--- config.mk ---
export PLATFORM = sky130hd
export DESIGN_NAME = led_count_arbiter
export DESIGN_NICKNAME = d
export VERILOG_FILES = /design/src/rtl/led_count_arbiter.sv
export SDC_FILE = /design/constraint.sdc
export NUM_CORES = 1
export LEC_CHECK = 0
export CORE_MARGIN = 2
export CORE_UTILIZATION = 50
export CTS_CLUSTER_DIAMETER = 30
export CTS_CLUSTER_SIZE = 10
export DETAILED_ROUTE_END_ITERATION = 6
export PLACE_DENSITY = 0.68
export SLEW_MARGIN = 25
export SYNTH_ARGS = -nofsm -noshare
export SYNTH_HDL_FRONTEND = slang
export SYNTH_SLANG_ARGS = --single-unit
--- constraint.sdc ---
create_clock -name clk -period 2.47 [get_ports clk]
set_clock_uncertainty 0.05 [all_clocks]
set_input_delay 0.247 -clock clk [delete_from_list [all_inputs] [get_ports clk]]
set_output_delay 0.247 -clock clk [all_outputs]
set_load 0.05 [all_outputs]
--- src/rtl/led_count_arbiter.sv ---
// Round-robin owner of one LED step-counter shared by two requesters.
// A clock-enable tick paces the count; each run goes 0..MAX_COUNT and then pulses done.
module led_count_arbiter #(
  parameter int unsigned TICK_DIV  = 1500000,
  parameter int unsigned LED_W     = 4,
  parameter int unsigned MAX_COUNT = 15
) (
  input  logic             clk,
  input  logic             rst_btn,
  input  logic [1:0]       req,
  output logic [1:0]       grant,
  output logic             busy,
  output logic [LED_W-1:0] led,
  output logic [1:0]       done,
  output logic             tick
);

  localparam int unsigned     CntW    = (TICK_DIV > 1) ? $clog2(TICK_DIV) : 1;
  localparam logic [CntW-1:0] CntLast = CntW'(TICK_DIV - 1);
  localparam logic [LED_W-1:0] LedMax = LED_W'(MAX_COUNT);

  typedef enum logic {StIdle, StRun} state_e;

  logic [CntW-1:0]  tick_cnt_q;
  logic             tick_q;
  state_e           state_q;
  logic [1:0]       grant_q;
  logic [1:0]       done_q;
  logic [LED_W-1:0] led_q;
  logic             owner_q;
  logic             last_q;
  logic             pick;

  // Free-running divider; never restarted by grants.
  always_ff @(posedge clk) begin
    if (!rst_btn) begin
      tick_cnt_q <= '0;
      tick_q     <= 1'b0;
    end else if (tick_cnt_q == CntLast) begin
      tick_cnt_q <= '0;
      tick_q     <= 1'b1;
    end else begin
      tick_cnt_q <= tick_cnt_q + CntW'(1);
      tick_q     <= 1'b0;
    end
  end

  // On a tie the requester not served last wins; otherwise the lone requester.
  assign pick = (req == 2'b11) ? ~last_q : req[1];

  always_ff @(posedge clk) begin
    if (!rst_btn) begin
      state_q <= StIdle;
      grant_q <= 2'b00;
      done_q  <= 2'b00;
      led_q   <= '0;
      owner_q <= 1'b0;
      last_q  <= 1'b1;
    end else begin
      done_q <= 2'b00;
      case (state_q)
        StIdle: begin
          if (req != 2'b00) begin
            owner_q <= pick;
            grant_q <= pick ? 2'b10 : 2'b01;
            led_q   <= '0;
            state_q <= StRun;
          end
        end
        StRun: begin
          // Terminal test comes before the increment, so led never passes LedMax.
          if (tick_q) begin
            if (led_q == LedMax) begin
              led_q           <= '0;
              done_q[owner_q] <= 1'b1;
              grant_q         <= 2'b00;
              last_q          <= owner_q;
              state_q         <= StIdle;
            end else begin
              led_q <= led_q + LED_W'(1);
            end
          end
        end
        default: state_q <= StIdle;
      endcase
    end
  end

  assign grant = grant_q;
  assign busy  = |grant_q;
  assign led   = led_q;
  assign done  = done_q;
  assign tick  = tick_q;

endmodule

Word-level counts from Yosys, hierarchy flattened. Index checks and enable logic that the tools add are counted.

Register bits after elaboration: 33. Logic and storage cells: 47. Output and inout port bits: 10. Input bits: 4.

Add/sub/neg operators: 2. Reductions and logical operators: 9. $lt $le $gt $ge: 2. Bitwise gates (word level): 3. Mux-type cells: 17. Eq/ne operators: 6.

Operators with widths (count): adder 21 x 1 -> 21 bit (second input constant) (1); == test 21 bit (second input constant) (1); two-way mux 4 bit (3); two-way mux 2 bit (4); case mux 4 bit (2 select lines) (1); two-way mux 1 bit (6); AND reduction 3 bit (2); adder 4 x 1 -> 4 bit (second input constant) (1); == test 4 bit (second input constant) (1); inequality test 2 bit (second input constant) (2); case mux 2 bit (2 select lines) (1); AND reduction 2 bit (2); AND reduction 4 bit (1); OR reduction 2 bit (2); inverter 1 bit (3); == test 2 bit (second input constant) (1); less-than comparator 1 x 2 -> 1 bit (second input constant) (1); inequality test 2 x 1 -> 1 bit (second input constant) (1); case mux 1 bit (2 select lines) (1); nonzero test 2 bit (1); demux 1 bit (select 1 bit) (1); greater-or-equal comparator 1 bit (second input constant) (1); logical AND 1 bit (1).

Logic depth before layout (Yosys ltp).
Word-level depth: 5. Gate-level depth with buffers: 6. Depth with buffers taken out: 5.

Worst setup path before layout. No wires, ideal clock.

Path type: reg2reg. Start point: register tick_cnt_q[0]. End point: register tick_cnt_q[17]. Clock period less this slack: 1.963 ns. Setup slack: 0.507 ns. Setup time: 0.125 ns. Cell stages (with the launch flop): 7. Arrival time: 1.788 ns. Data required time: 2.295 ns. Buffers on the path: 1. Cell sequence: dfxtp_1 > ha_1 > nand4_2 > or4_4 > o31ai_4 > buf_6 > a21oi_1.

Longest elaborated chain between the ends: 2. Elaborated cells between the ends (all ways): 3. Classes of those cells: add/sub (1); eq/ne (1); reduce/logical (1).

Ends and longest elaborated chain: start, declared (RTL line 24) `logic [CntW-1:0] tick_cnt_q;`; start signal, assigned (RTL line 43) `tick_cnt_q <= tick_cnt_q + CntW'(1);`; parallel branches: the longest is 2 deep, another holds adder 21 x 1 -> 21 bit.

Several ways; the timed one is not identified. A chain may end at the register's enable or synchronous reset.

Final worst setup path.
Start point: register tick_cnt_q[0]. End point: register tick_cnt_q[5].

The elaborated chain is that of the path after synthesis.

==> run_results.csv <==
group,metric,value,unit
outcome,run_status,"completed",
die,io_pins,14,
logic_synthesis,postSynthNetCount,166,
worst_setup_path,crit_path_max_fanout,21,
clocking,cts.repair_timing.setup_buffer_count,0,
route,routed_wl,2720,um
global_routing,grt_pass1_vias,1096,
cells_and_area,multiInputGateArea,727,um2
pwr,cell_leakage_power,0.600,nW
logic_synthesis,yosysWarningCount,0,
timing,tightestPinTransition,510,ps
global_routing,grt_pass1_wl,4750,um
placement,place.port_buffers,13,
cells_and_area,stdcell_area,1640,um2
route,viasPerCell,5.82,
flow_run,cap_violations,0,
clocking,post_cts_resize_count,0,
route,drc,0,
clocking,insertion_delay,320,ps
min_path,hold_path.class,"reg -> reg",
placement,detailed_place.area,1600,um2
clocking,clk_path_buf_depth,2,
logic_synthesis,seq_area_frac_synth,45.7,%
clocking,clock_tree_from_tritoncts,"done",
logic_synthesis,synth-seq-cells,33,
clocking,cts-buffers-inserted,5,
timing,report.final.setup_viol,0,
route,via_count,1210,
global_routing,overall_global_routing_usage,18.8,%
die,fp.dieArea,3340,um2
die,die_width,57.8,um
route,wl_per_cell,13.1,um
clocking,cts_hold_bufs,0,
die,initial_utilization,52.5,%
logic_synthesis,synthCells,160,
route,detailedRoute.firstPassIterationCount,4,
worst_setup_path,timing.setup.critical_path_class,"reg -> reg",
cells_and_area,finalNetCount,184,
clocking,clock_sinks,33,
die,core,2760,um2
clocking,cts.clk_slew.worst_paths,90,ps
timing,final_hold_viol_count,0,
timing,clock.fmax,467,MHz
logic_synthesis,synth_area,1450,um2
clocking,library_cell_used_as_clock_root_buffer,"clkbuf_4",
worst_setup_path,setup.worst_path.end_class,"flip-flop",
global_routing,maximum_number_of_pins_on_one_net_before_global_route_repair,22,
pwr,power.density,530,nW/um2
timing,period_needed,2140,ps
worst_setup_path,worst-endpoint-required,2630,ps
worst_setup_path,crit_path_cell_trace,"ha_1 > nand4_2 > or4_4 > o31ai_4 > buf_4 > nor2_1",
logic_synthesis,synth.avg_cell_area,9.04,um2
worst_setup_path,crit_arrival,2300,ps
global_routing,initial_antenna_violation_count,0,
cells_and_area,nFillCells,267,
cells_and_area,drive_above_1_share,9.04,%
cells_and_area,final_cell_mix,"dfxtp_1, nor2_1, clkdlybuf4s50_1",
worst_setup_path,startpoint_class_of_the_critical_path,"flip-flop",
clocking,number_of_levels_in_the_clock_h_tree,2,
timing,finalCritPeriodShare,86.6,%
pwr,ir_worst_vdd,0.334,mV
route,drtIter0Drc,61,
cells_and_area,layout-area-overhead-vs-synth,13.4,%
cells_and_area,mostFrequentLayoutCell,"dfxtp_1",
placement,gp_congestion,0.795,
worst_setup_path,cpMaxStageDelayCell,"or4_4",
route,detail-route-antenna-nets,0,
cells_and_area,layout.area.seq,661,um2
timing,grt_setup_unrepaired,"no",
cells_and_area,antenna_cells,0,
die,die_y,57.8,um
die,row_count,19,
timing,relSlewSlack,65.9,%
global_routing,grt.overflow.total,0,
placement,dp_hpwl,1970,um
worst_setup_path,cpPeakStageDelay,600,ps
timing,setup-tns-final,0,ps
logic_synthesis,post_synth_num_cell_types,34,
timing,maxSlewViolCount,0,
-- registers in the layout (all words and copies together) (netlist names) --
register,count
tick_cnt_q,21
led,4
done,2
grant,2
last_q,1
owner_q,1
state_q,1
tick,1
-- per-layer routing --
layer	wire length (um)	vias up	GRT usage, %
met5	0	-	0
met2	1320	32	31.7
met1	1220	562	21.4
met3	113	7	4.69
met4	65	0	11.3
li1	-	609	-
-- logic make-up after synthesis --
group	synth area share [%]
AO/OA/AOI/OAI	11.5
multiplexers	1.38
XOR/XNOR	7.87
adder cells (fa/ha/maj)	1.73
flip-flops	45.7
buffers and inverters	4.07
AND/OR/NAND/NOR	27.8
-- worst max-delay path: cells and delay by family, from the launching register on --
family,cells,cell delay (ps)
flip-flops,1,370
AO/OA/AOI/OAI,1,240
buffers and inverters,1,270
AND/OR/NAND/NOR,3,860
adder cells (fa/ha/maj),1,240
-- synth_stat cells (all sizes together) --
library cell,n,share of area [%]
dfxtp,33,46
nor2,21,5.5
a21oi,11,3.8
nand2,11,2.9
nand3,9,3.1
nand4,8,4.3
inv,7,1.8
xor2,7,4.2
xnor2,6,3.6
nor3,5,1.7
or4,5,2.9
and3,4,1.8
buf,4,2.2
o21ai,4,1.4
o31ai,4,3.0
or3,3,1.3
a31oi,2,0.86
and4,2,1.2
ha,2,1.7
mux2i,2,1.4
nor4,2,0.86
or4b,2,1.4
a21o,1,0.52
a32oi,1,0.61
nand2b,1,0.43
o21bai,1,0.52
o221a,1,0.78
or2,1,0.43
-- metrics by stage --
stage,instances,setup WS (ps),utilization [%],hold slack [ps],total power [mW]
3_3_place_gp,202,395,57.9,389,0.616
3_5_place_dp,202,305,57.9,405,0.619
5_1_grt,208,198,59.5,466,0.911
6_report,208,330,59.5,421,0.869
4_1_cts,208,303,59.5,426,0.880
2_1_floorplan,160,507,-,259,0.599
-- path summary, 6_finish.rpt --
check	start	end	slack, ps	depth (start not counted)
worst max register to register	tick_cnt_q[0]	tick_cnt_q[5]	330	6
worst max-delay path	tick_cnt_q[0]	tick_cnt_q[5]	330	6
worst min-delay path	tick_cnt_q[0]	tick_cnt_q[0]	420	1
worst min register to register	tick_cnt_q[0]	tick_cnt_q[0]	420	1
-- area by class of cell --
type,count,area share (%)
Clock buffer,5,2.29
Multi-Input combinational cell,116,44.3
Tap cell,31,2.36
Sequential cell,33,40.3
Timing Repair Buffer,15,8.85
Inverter,7,1.60
Clock inverter,1,0.305
-- where the power goes --
part / switching, mW / internal (mW) / total (mW)
clock: 0.164 / 0.0986 / 0.263
combinational: 0.0361 / 0.0218 / 0.0579
sequential: 0.00819 / 0.540 / 0.548
No activity file was read; power rests on OpenSTA's default activity.
